**src/rtl/ram_pkg.sv**
```systemverilog
// Shared types and helpers for the masked
// simple dual-port RAM and its clear engine.
package ram_pkg;

  typedef enum logic {
    CLR_IDLE,
    CLR_RUN
  } clr_state_t;

  localparam int MAX_W = 1024;

  // Lane merge on max-width vectors; callers
  // size-cast in and out of their own widths.
  function automatic logic [MAX_W-1:0] lane_merge(
    input logic [MAX_W-1:0] old_w,
    input logic [MAX_W-1:0] new_w,
    input logic [MAX_W-1:0] mask,
    input int               lw
  );
    logic [MAX_W-1:0] r;
    r = old_w;
    for (int i = 0; i < MAX_W; i++) begin
      if (mask[i / lw]) r[i] = new_w[i];
    end
    return r;
  endfunction

  function automatic bit cfg_ok(
    input int dw,
    input int lw,
    input int lat
  );
    return (lw > 0) && (dw <= MAX_W) &&
           (dw % lw == 0) &&
           (lat == 1 || lat == 2);
  endfunction

endpackage

```
**src/rtl/ram_2port_masked_if.sv**
```systemverilog
// Write/read/clear bundle of the masked
// dual-port RAM.
interface ram_2port_masked_if #(
  parameter int DATA_WIDTH = 8,
  parameter int LANE_WIDTH = 4,
  parameter int ADDR_WIDTH = 7
);
  localparam int LANES = DATA_WIDTH / LANE_WIDTH;

  logic                  clr;
  logic                  busy;
  logic                  wr_en;
  logic [ADDR_WIDTH-1:0] wr_addr;
  logic [LANES-1:0]      wr_mask;
  logic [DATA_WIDTH-1:0] wr_data;
  logic                  rd_en;
  logic [ADDR_WIDTH-1:0] rd_addr;
  logic [DATA_WIDTH-1:0] rd_data;
  logic                  rd_valid;

  modport master (
    output clr, wr_en, wr_addr, wr_mask,
    output wr_data, rd_en, rd_addr,
    input  busy, rd_data, rd_valid
  );

  modport slave (
    input  clr, wr_en, wr_addr, wr_mask,
    input  wr_data, rd_en, rd_addr,
    output busy, rd_data, rd_valid
  );

endinterface

```
**src/rtl/ram_clear_ctrl.sv**
```systemverilog
// Clear engine: walks the array writing zero
// and owns the array write port mux.
module ram_clear_ctrl
  import ram_pkg::*;
#(
  parameter int DATA_WIDTH = 8,
  parameter int ADDR_WIDTH = 7,
  parameter int LANES      = 2
) (
  input  logic                  clk,
  input  logic                  rst,
  input  logic                  clr,
  output logic                  busy,
  input  logic                  usr_we,
  input  logic [ADDR_WIDTH-1:0] usr_addr,
  input  logic [LANES-1:0]      usr_be,
  input  logic [DATA_WIDTH-1:0] usr_din,
  output logic                  mem_we,
  output logic [ADDR_WIDTH-1:0] mem_addr,
  output logic [LANES-1:0]      mem_be,
  output logic [DATA_WIDTH-1:0] mem_din
);

  localparam logic [ADDR_WIDTH-1:0] LAST = '1;

  clr_state_t            state, state_nx;
  logic [ADDR_WIDTH-1:0] addr_q, addr_nx;

  always_ff @(posedge clk or negedge rst) begin
    if (!rst) begin
      state  <= CLR_RUN;
      addr_q <= '0;
    end else begin
      state  <= state_nx;
      addr_q <= addr_nx;
    end
  end

  always_comb begin
    state_nx = state;
    addr_nx  = addr_q;
    busy     = 1'b0;
    mem_we   = usr_we;
    mem_addr = usr_addr;
    mem_be   = usr_be;
    mem_din  = usr_din;
    unique case (state)
      CLR_IDLE: begin
        if (clr) begin
          state_nx = CLR_RUN;
          addr_nx  = '0;
        end
      end
      CLR_RUN: begin
        busy     = 1'b1;
        mem_we   = 1'b1;
        mem_addr = addr_q;
        mem_be   = '1;
        mem_din  = '0;
        addr_nx  = addr_q + 1'b1;
        if (addr_q == LAST) state_nx = CLR_IDLE;
      end
      default: state_nx = CLR_IDLE;
    endcase
  end

endmodule

```
**src/rtl/ram_2port_masked.sv**
```systemverilog
// Simple dual-port RAM with lane masks, read
// latency 1/2, RDW policy and clear engine.
module ram_2port_masked
  import ram_pkg::*;
#(
  parameter int DATA_WIDTH = 8,
  parameter int LANE_WIDTH = 4,
  parameter int ADDR_WIDTH = 7,
  parameter int RD_LATENCY = 1,
  parameter int RDW_NEW    = 0
) (
  input logic              clk,
  input logic              rst,
  ram_2port_masked_if.slave bus
);

  localparam int LANES = DATA_WIDTH / LANE_WIDTH;
  localparam int DEPTH = 2 ** ADDR_WIDTH;

  if (!cfg_ok(DATA_WIDTH, LANE_WIDTH, RD_LATENCY))
  begin : g_bad_cfg
    $error("ram_2port_masked: bad parameters");
  end

  logic [DATA_WIDTH-1:0] mem [DEPTH];

  logic                  busy;
  logic                  wr_ok;
  logic                  rd_ok;
  logic                  hit;
  logic                  mem_we;
  logic [ADDR_WIDTH-1:0] mem_addr;
  logic [LANES-1:0]      mem_be;
  logic [DATA_WIDTH-1:0] mem_din;
  logic [DATA_WIDTH-1:0] rd_old;
  logic [DATA_WIDTH-1:0] rd_new;
  logic [DATA_WIDTH-1:0] rd_word;
  logic                  rd_v1;
  logic [DATA_WIDTH-1:0] rd_d1;

  assign bus.busy = busy;
  assign wr_ok    = bus.wr_en & ~busy;
  assign rd_ok    = bus.rd_en & ~busy;

  ram_clear_ctrl #(
    .DATA_WIDTH (DATA_WIDTH),
    .ADDR_WIDTH (ADDR_WIDTH),
    .LANES      (LANES)
  ) u_clr (
    .clk      (clk),
    .rst      (rst),
    .clr      (bus.clr),
    .busy     (busy),
    .usr_we   (wr_ok),
    .usr_addr (bus.wr_addr),
    .usr_be   (bus.wr_mask),
    .usr_din  (bus.wr_data),
    .mem_we   (mem_we),
    .mem_addr (mem_addr),
    .mem_be   (mem_be),
    .mem_din  (mem_din)
  );

  // Array carries no reset so it maps to block RAM.
  always_ff @(posedge clk) begin
    if (mem_we) begin
      for (int i = 0; i < LANES; i++) begin
        if (mem_be[i])
          mem[mem_addr][i*LANE_WIDTH +: LANE_WIDTH]
            <= mem_din[i*LANE_WIDTH +: LANE_WIDTH];
      end
    end
  end

  assign hit    = wr_ok & (bus.wr_addr == bus.rd_addr);
  assign rd_old = mem[bus.rd_addr];
  assign rd_new = DATA_WIDTH'(lane_merge(
                    MAX_W'(rd_old),
                    MAX_W'(bus.wr_data),
                    MAX_W'(bus.wr_mask),
                    LANE_WIDTH));
  assign rd_word = (RDW_NEW != 0 && hit) ?
                   rd_new : rd_old;

  always_ff @(posedge clk or negedge rst) begin
    if (!rst) begin
      rd_v1 <= 1'b0;
      rd_d1 <= '0;
    end else begin
      rd_v1 <= rd_ok;
      if (rd_ok) rd_d1 <= rd_word;
    end
  end

  if (RD_LATENCY == 2) begin : g_lat2
    logic                  rd_v2;
    logic [DATA_WIDTH-1:0] rd_d2;

    always_ff @(posedge clk or negedge rst) begin
      if (!rst) begin
        rd_v2 <= 1'b0;
        rd_d2 <= '0;
      end else begin
        rd_v2 <= rd_v1;
        if (rd_v1) rd_d2 <= rd_d1;
      end
    end

    assign bus.rd_valid = rd_v2;
    assign bus.rd_data  = rd_d2;
  end else begin : g_lat1
    assign bus.rd_valid = rd_v1;
    assign bus.rd_data  = rd_d1;
  end

endmodule
```
**src/flat_wrapper.sv**
```systemverilog
// flat-port wrapper written by rule: the top's interface ports become plain ports
module ram_2port_masked_flat import ram_pkg::*;
#(
  parameter int DATA_WIDTH = 8,
  parameter int LANE_WIDTH = 4,
  parameter int ADDR_WIDTH = 7,
  parameter int RD_LATENCY = 1,
  parameter int RDW_NEW    = 0
)
  (clk, rst, bus_clr, bus_wr_en, bus_wr_addr, bus_wr_mask, bus_wr_data, bus_rd_en, bus_rd_addr, bus_busy, bus_rd_data, bus_rd_valid);
  ram_2port_masked_if #(.DATA_WIDTH(DATA_WIDTH), .LANE_WIDTH(LANE_WIDTH), .ADDR_WIDTH(ADDR_WIDTH)) bus_i ();
  input logic clk;
  input logic rst;
  input wire logic [$bits(bus_i.clr)-1:0] bus_clr;
  input wire logic [$bits(bus_i.wr_en)-1:0] bus_wr_en;
  input wire logic [$bits(bus_i.wr_addr)-1:0] bus_wr_addr;
  input wire logic [$bits(bus_i.wr_mask)-1:0] bus_wr_mask;
  input wire logic [$bits(bus_i.wr_data)-1:0] bus_wr_data;
  input wire logic [$bits(bus_i.rd_en)-1:0] bus_rd_en;
  input wire logic [$bits(bus_i.rd_addr)-1:0] bus_rd_addr;
  output wire logic [$bits(bus_i.busy)-1:0] bus_busy;
  output wire logic [$bits(bus_i.rd_data)-1:0] bus_rd_data;
  output wire logic [$bits(bus_i.rd_valid)-1:0] bus_rd_valid;
  assign bus_i.clr = bus_clr;
  assign bus_i.wr_en = bus_wr_en;
  assign bus_i.wr_addr = bus_wr_addr;
  assign bus_i.wr_mask = bus_wr_mask;
  assign bus_i.wr_data = bus_wr_data;
  assign bus_i.rd_en = bus_rd_en;
  assign bus_i.rd_addr = bus_rd_addr;
  assign bus_busy = bus_i.busy;
  assign bus_rd_data = bus_i.rd_data;
  assign bus_rd_valid = bus_i.rd_valid;
  ram_2port_masked #(.DATA_WIDTH(DATA_WIDTH), .LANE_WIDTH(LANE_WIDTH), .ADDR_WIDTH(ADDR_WIDTH), .RD_LATENCY(RD_LATENCY), .RDW_NEW(RDW_NEW)) u_core (.clk(clk), .rst(rst), .bus(bus_i));
endmodule
```
**config.mk**
```make
export PLATFORM = sky130hd
export DESIGN_NAME = ram_2port_masked_flat
export DESIGN_NICKNAME = d
export VERILOG_FILES = /design/src/rtl/ram_pkg.sv /design/src/rtl/ram_2port_masked_if.sv /design/src/rtl/ram_clear_ctrl.sv /design/src/rtl/ram_2port_masked.sv /design/src/flat_wrapper.sv
export SDC_FILE = /design/constraint.sdc
export NUM_CORES = 1
export LEC_CHECK = 0
export ABC_CLOCK_PERIOD_IN_PS = 6900
export BUFFER_PORTS_ARGS = -buffer_cell sky130_fd_sc_hd__buf_2
export CORE_ASPECT_RATIO = 0.9
export CORE_MARGIN = 1
export CORE_UTILIZATION = 41
export DETAILED_ROUTE_END_ITERATION = 7
export GPL_TIMING_DRIVEN = 0
export PLACE_DENSITY = 0.59
export SLEW_MARGIN = 0
export SYNTH_ARGS = -nofsm -noshare
export SYNTH_HDL_FRONTEND = slang
export SYNTH_SLANG_ARGS = --single-unit
```
**constraint.sdc**
```tcl
create_clock -name clk -period 6.9 [get_ports clk]
set_input_delay 0.69 -clock clk [delete_from_list [all_inputs] [get_ports clk]]
set_output_delay 0.69 -clock clk [all_outputs]
set_load 0.05 [all_outputs]
```
==> results.tsv <==
metric	value	unit
status	complete, no violations	
Mapped Avg Cell Area	18.74	um^2
Global Route Usage Sum	23.43	%
filler cell count in the final layout	8268	
Die Footprint	102700	um^2
number of global-route vias before repair	22950	
RSZ-0062 raised after global routing	no	
TritonCTS buffer count	103	
Clk Tree Root Cell	clkbuf_16	
Worst Tran Pin Value	1.429	ns
Die Wd	337.8	um
post-synth top area share	73.92	%
Hold Crit Class	input port to flop	
clock buffer depth	3	
endpoints failing setup	0	
Clock Sinks	1041	
die height	304.2	um
Final period util	55.96	%
largest net degree at the start of global routing	49	
Pwr Density	316.8	nW/um^2
Post-DP Area	44090	um^2
Pleak	15.39	nW
Main synth FF type	edfxtp_1	
Layout Utilization	47.40	%
sequential share of the synthesized area	74.94	%
Max rail drop VDD	227.1	uV
ys async rst share	1.633	%
Setup CP Type	flop to flop	
HPWL after DPL	84270	um
Post-route DRC	0	
Post-Syn Area	41600	um^2
Post-CTS Resized	0	
nets	2420	
Area Overhead vs Synth	14.32	%
CP Launch Type	flop	
initial antenna violation count	10	
Starting DRT DRC Count	3276	
number of vias per cell	6.031	
synth top area cells	edfxtp_1 (74%), mux4_2 (10%), mux2i_1 (3.7%), nor2_1 (2.4%), o221ai_1 (1.1%)	
row cnt	110	
Post-Syn Nets	2250	
clock-pin slew of the registers on the worst-case setup and hold paths	0.07	ns
most frequent cell after synthesis	edfxtp_1	
Total Wirelength	119900	um
Yosys warnings	0	
Post-synth EDFFs	1024	
CP required	7.21	ns
cell area after layout	47560	um^2
first-pass GRT wire length	168700	um
CTS tree	built	
IO buf count	36	
Setup Buffers After CTS	0	
register area	31180	um^2
number of synthesized register bits	1041	
Avg WL per Cell	31.35	um
minimum clock period	3.861	ns
endpoints failing hold	0	
initial core utilization	41.46	%
gpl congestion	0.9631	
drt pass-1 iters	6	
Fmax	259.0	MHz
Worst Setup Slack, final	3.039	ns
gr ovfl total	0	
pre-CTS WS	2.698	ns
Synth top cells by count	edfxtp_1 (1024), nor2_1 (264), mux4_2 (190)	
CORE AREA	100300	um^2
Max Cap Viol	0	
max_slew headroom	3.825	%
fraction of layout cells with a size suffix above 1	20.78	%
Final Max Slew Viols	0	
Multi-input gate area	9704	um^2
antenna violation net count after detailed routing	0	
crit path DAT	4.17	ns
clk_lat worst skew	0.68	ns
clk_skew	0.02522	ns
Mapped Cells	2220	
IO Pins	39	
H-tree level count	3	
via count	23060	
area leader, netlist	edfxtp_1	
Hold Buf Count CTS	1	
Setup crit end kind	flop	
synth unique cells	47	
Critical Path Fanout Max	10	
-- cell usage in the layout, fill, tap and decap left out, types with 17 or more instances in the layout --
cell type	instances
a21oi_1	23
buf_12	20
buf_2	62
buf_4	22
buf_6	20
clkbuf_1	83
clkbuf_16	106
clkinv_1	27
clkinv_2	21
edfxtp_1	1024
mux2_2	22
mux2i_1	153
mux4_2	190
nand2_1	71
nand2b_1	21
nand3_1	17
nor2_1	264
nor2b_1	31
o21ai_0	19
o221ai_1	50
o22ai_1	64
-- cells by family (layout without fill, tap and decap cells) --
group,count (synthesis),in the layout,share of synthesized area (%)
compound gates,245,245,4.247
xor+xnor,3,3,0.06317
fa+ha+maj,1,1,0.03007
buf+inv,148,406,1.946
flops,1041,1041,74.94
mux,365,365,14.56
other cells,0,2,0
simple gates,417,417,4.208
-- path summary, 6_finish.rpt --
kind	start	endpoint	slack, ns	depth (start not counted)
worst max register to register	u_core.u_clr.state$_DFF_PN1_	u_core.mem[105][6]$_DFFE_PP_	3.04	6
worst min-delay path	bus_clr	u_core.u_clr.addr_q[1]$_DFFE_PN0P_	0.29	2
worst max-delay path	u_core.u_clr.state$_DFF_PN1_	u_core.mem[105][6]$_DFFE_PP_	3.04	6
max in group asynchronous	rst	u_core.bus.rd_valid$_DFF_PN0_	5.95	2
min in group asynchronous	rst	u_core.u_clr.addr_q[5]$_DFFE_PN0P_	0.56	2
worst min register to register	u_core.u_clr.addr_q[5]$_DFFE_PN0P_	u_core.u_clr.addr_q[5]$_DFFE_PN0P_	0.57	1
-- critical path: stages (launching register included) --
cell and delay [ns]:
dfstp_2 0.68, clkbuf_1 0.38, nand2_1 0.10, o22ai_1 0.81
nand2_1 0.61, clkbuf_1 0.42, nor2_1 0.48
-- power by group --
part | switching [mW] | internal, mW
Clock | 2.39 | 3.33
Sequential | 0.131 | 7.19
Combinational | 1.55 | 0.466
Total | 4.07 | 11.0
-- final cells by class --
| class | instances | area share [%] |
|---|---|---|
| multi-input cells | 1031 | 20.41 |
| clock inverters | 70 | 1.544 |
| plain buffers | 137 | 1.623 |
| diodes | 2 | 0.01052 |
| clock buffers | 123 | 5.712 |
| repair buffers | 65 | 1.526 |
| well taps | 1344 | 3.536 |
| flip-flops and latches | 1041 | 65.56 |
| inverters | 11 | 0.08682 |
-- metrics by stage --
| step | std cells | setup TNS (ns) | power [mW] | hold slack (ns) |
|---|---|---|---|---|
| floorplan | 2220 | 0 | 8.388 | 0.3944 |
| global placement | 3600 | -2094.38 | 9.355 | 0.5428 |
| detailed placement | 3628 | 0 | 9.428 | 0.5433 |
| CTS | 3822 | 0 | 15.07 | 0.2591 |
| global route | 3822 | 0 | 15.41 | 0.2742 |
| finish | 3824 | 0 | 15.06 | 0.2909 |
-- flip-flops by register name, summed over array words and instances (netlist names) --
signal	count
u_core.bus.rd_data	8
u_core.bus.rd_valid	1
u_core.mem	1024
u_core.u_clr.addr_q	7
u_core.u_clr.state	1
-- layer usage --
metal	vias up	global-route usage (%)	share of wire, %
li1	9371	-	-
met5	-	0	0.12
met4	6	7.461	3.3
met3	222	5.748	10
met2	1344	35.25	45
met1	12120	33.55	41
Power figures use the tool's default switching activity.
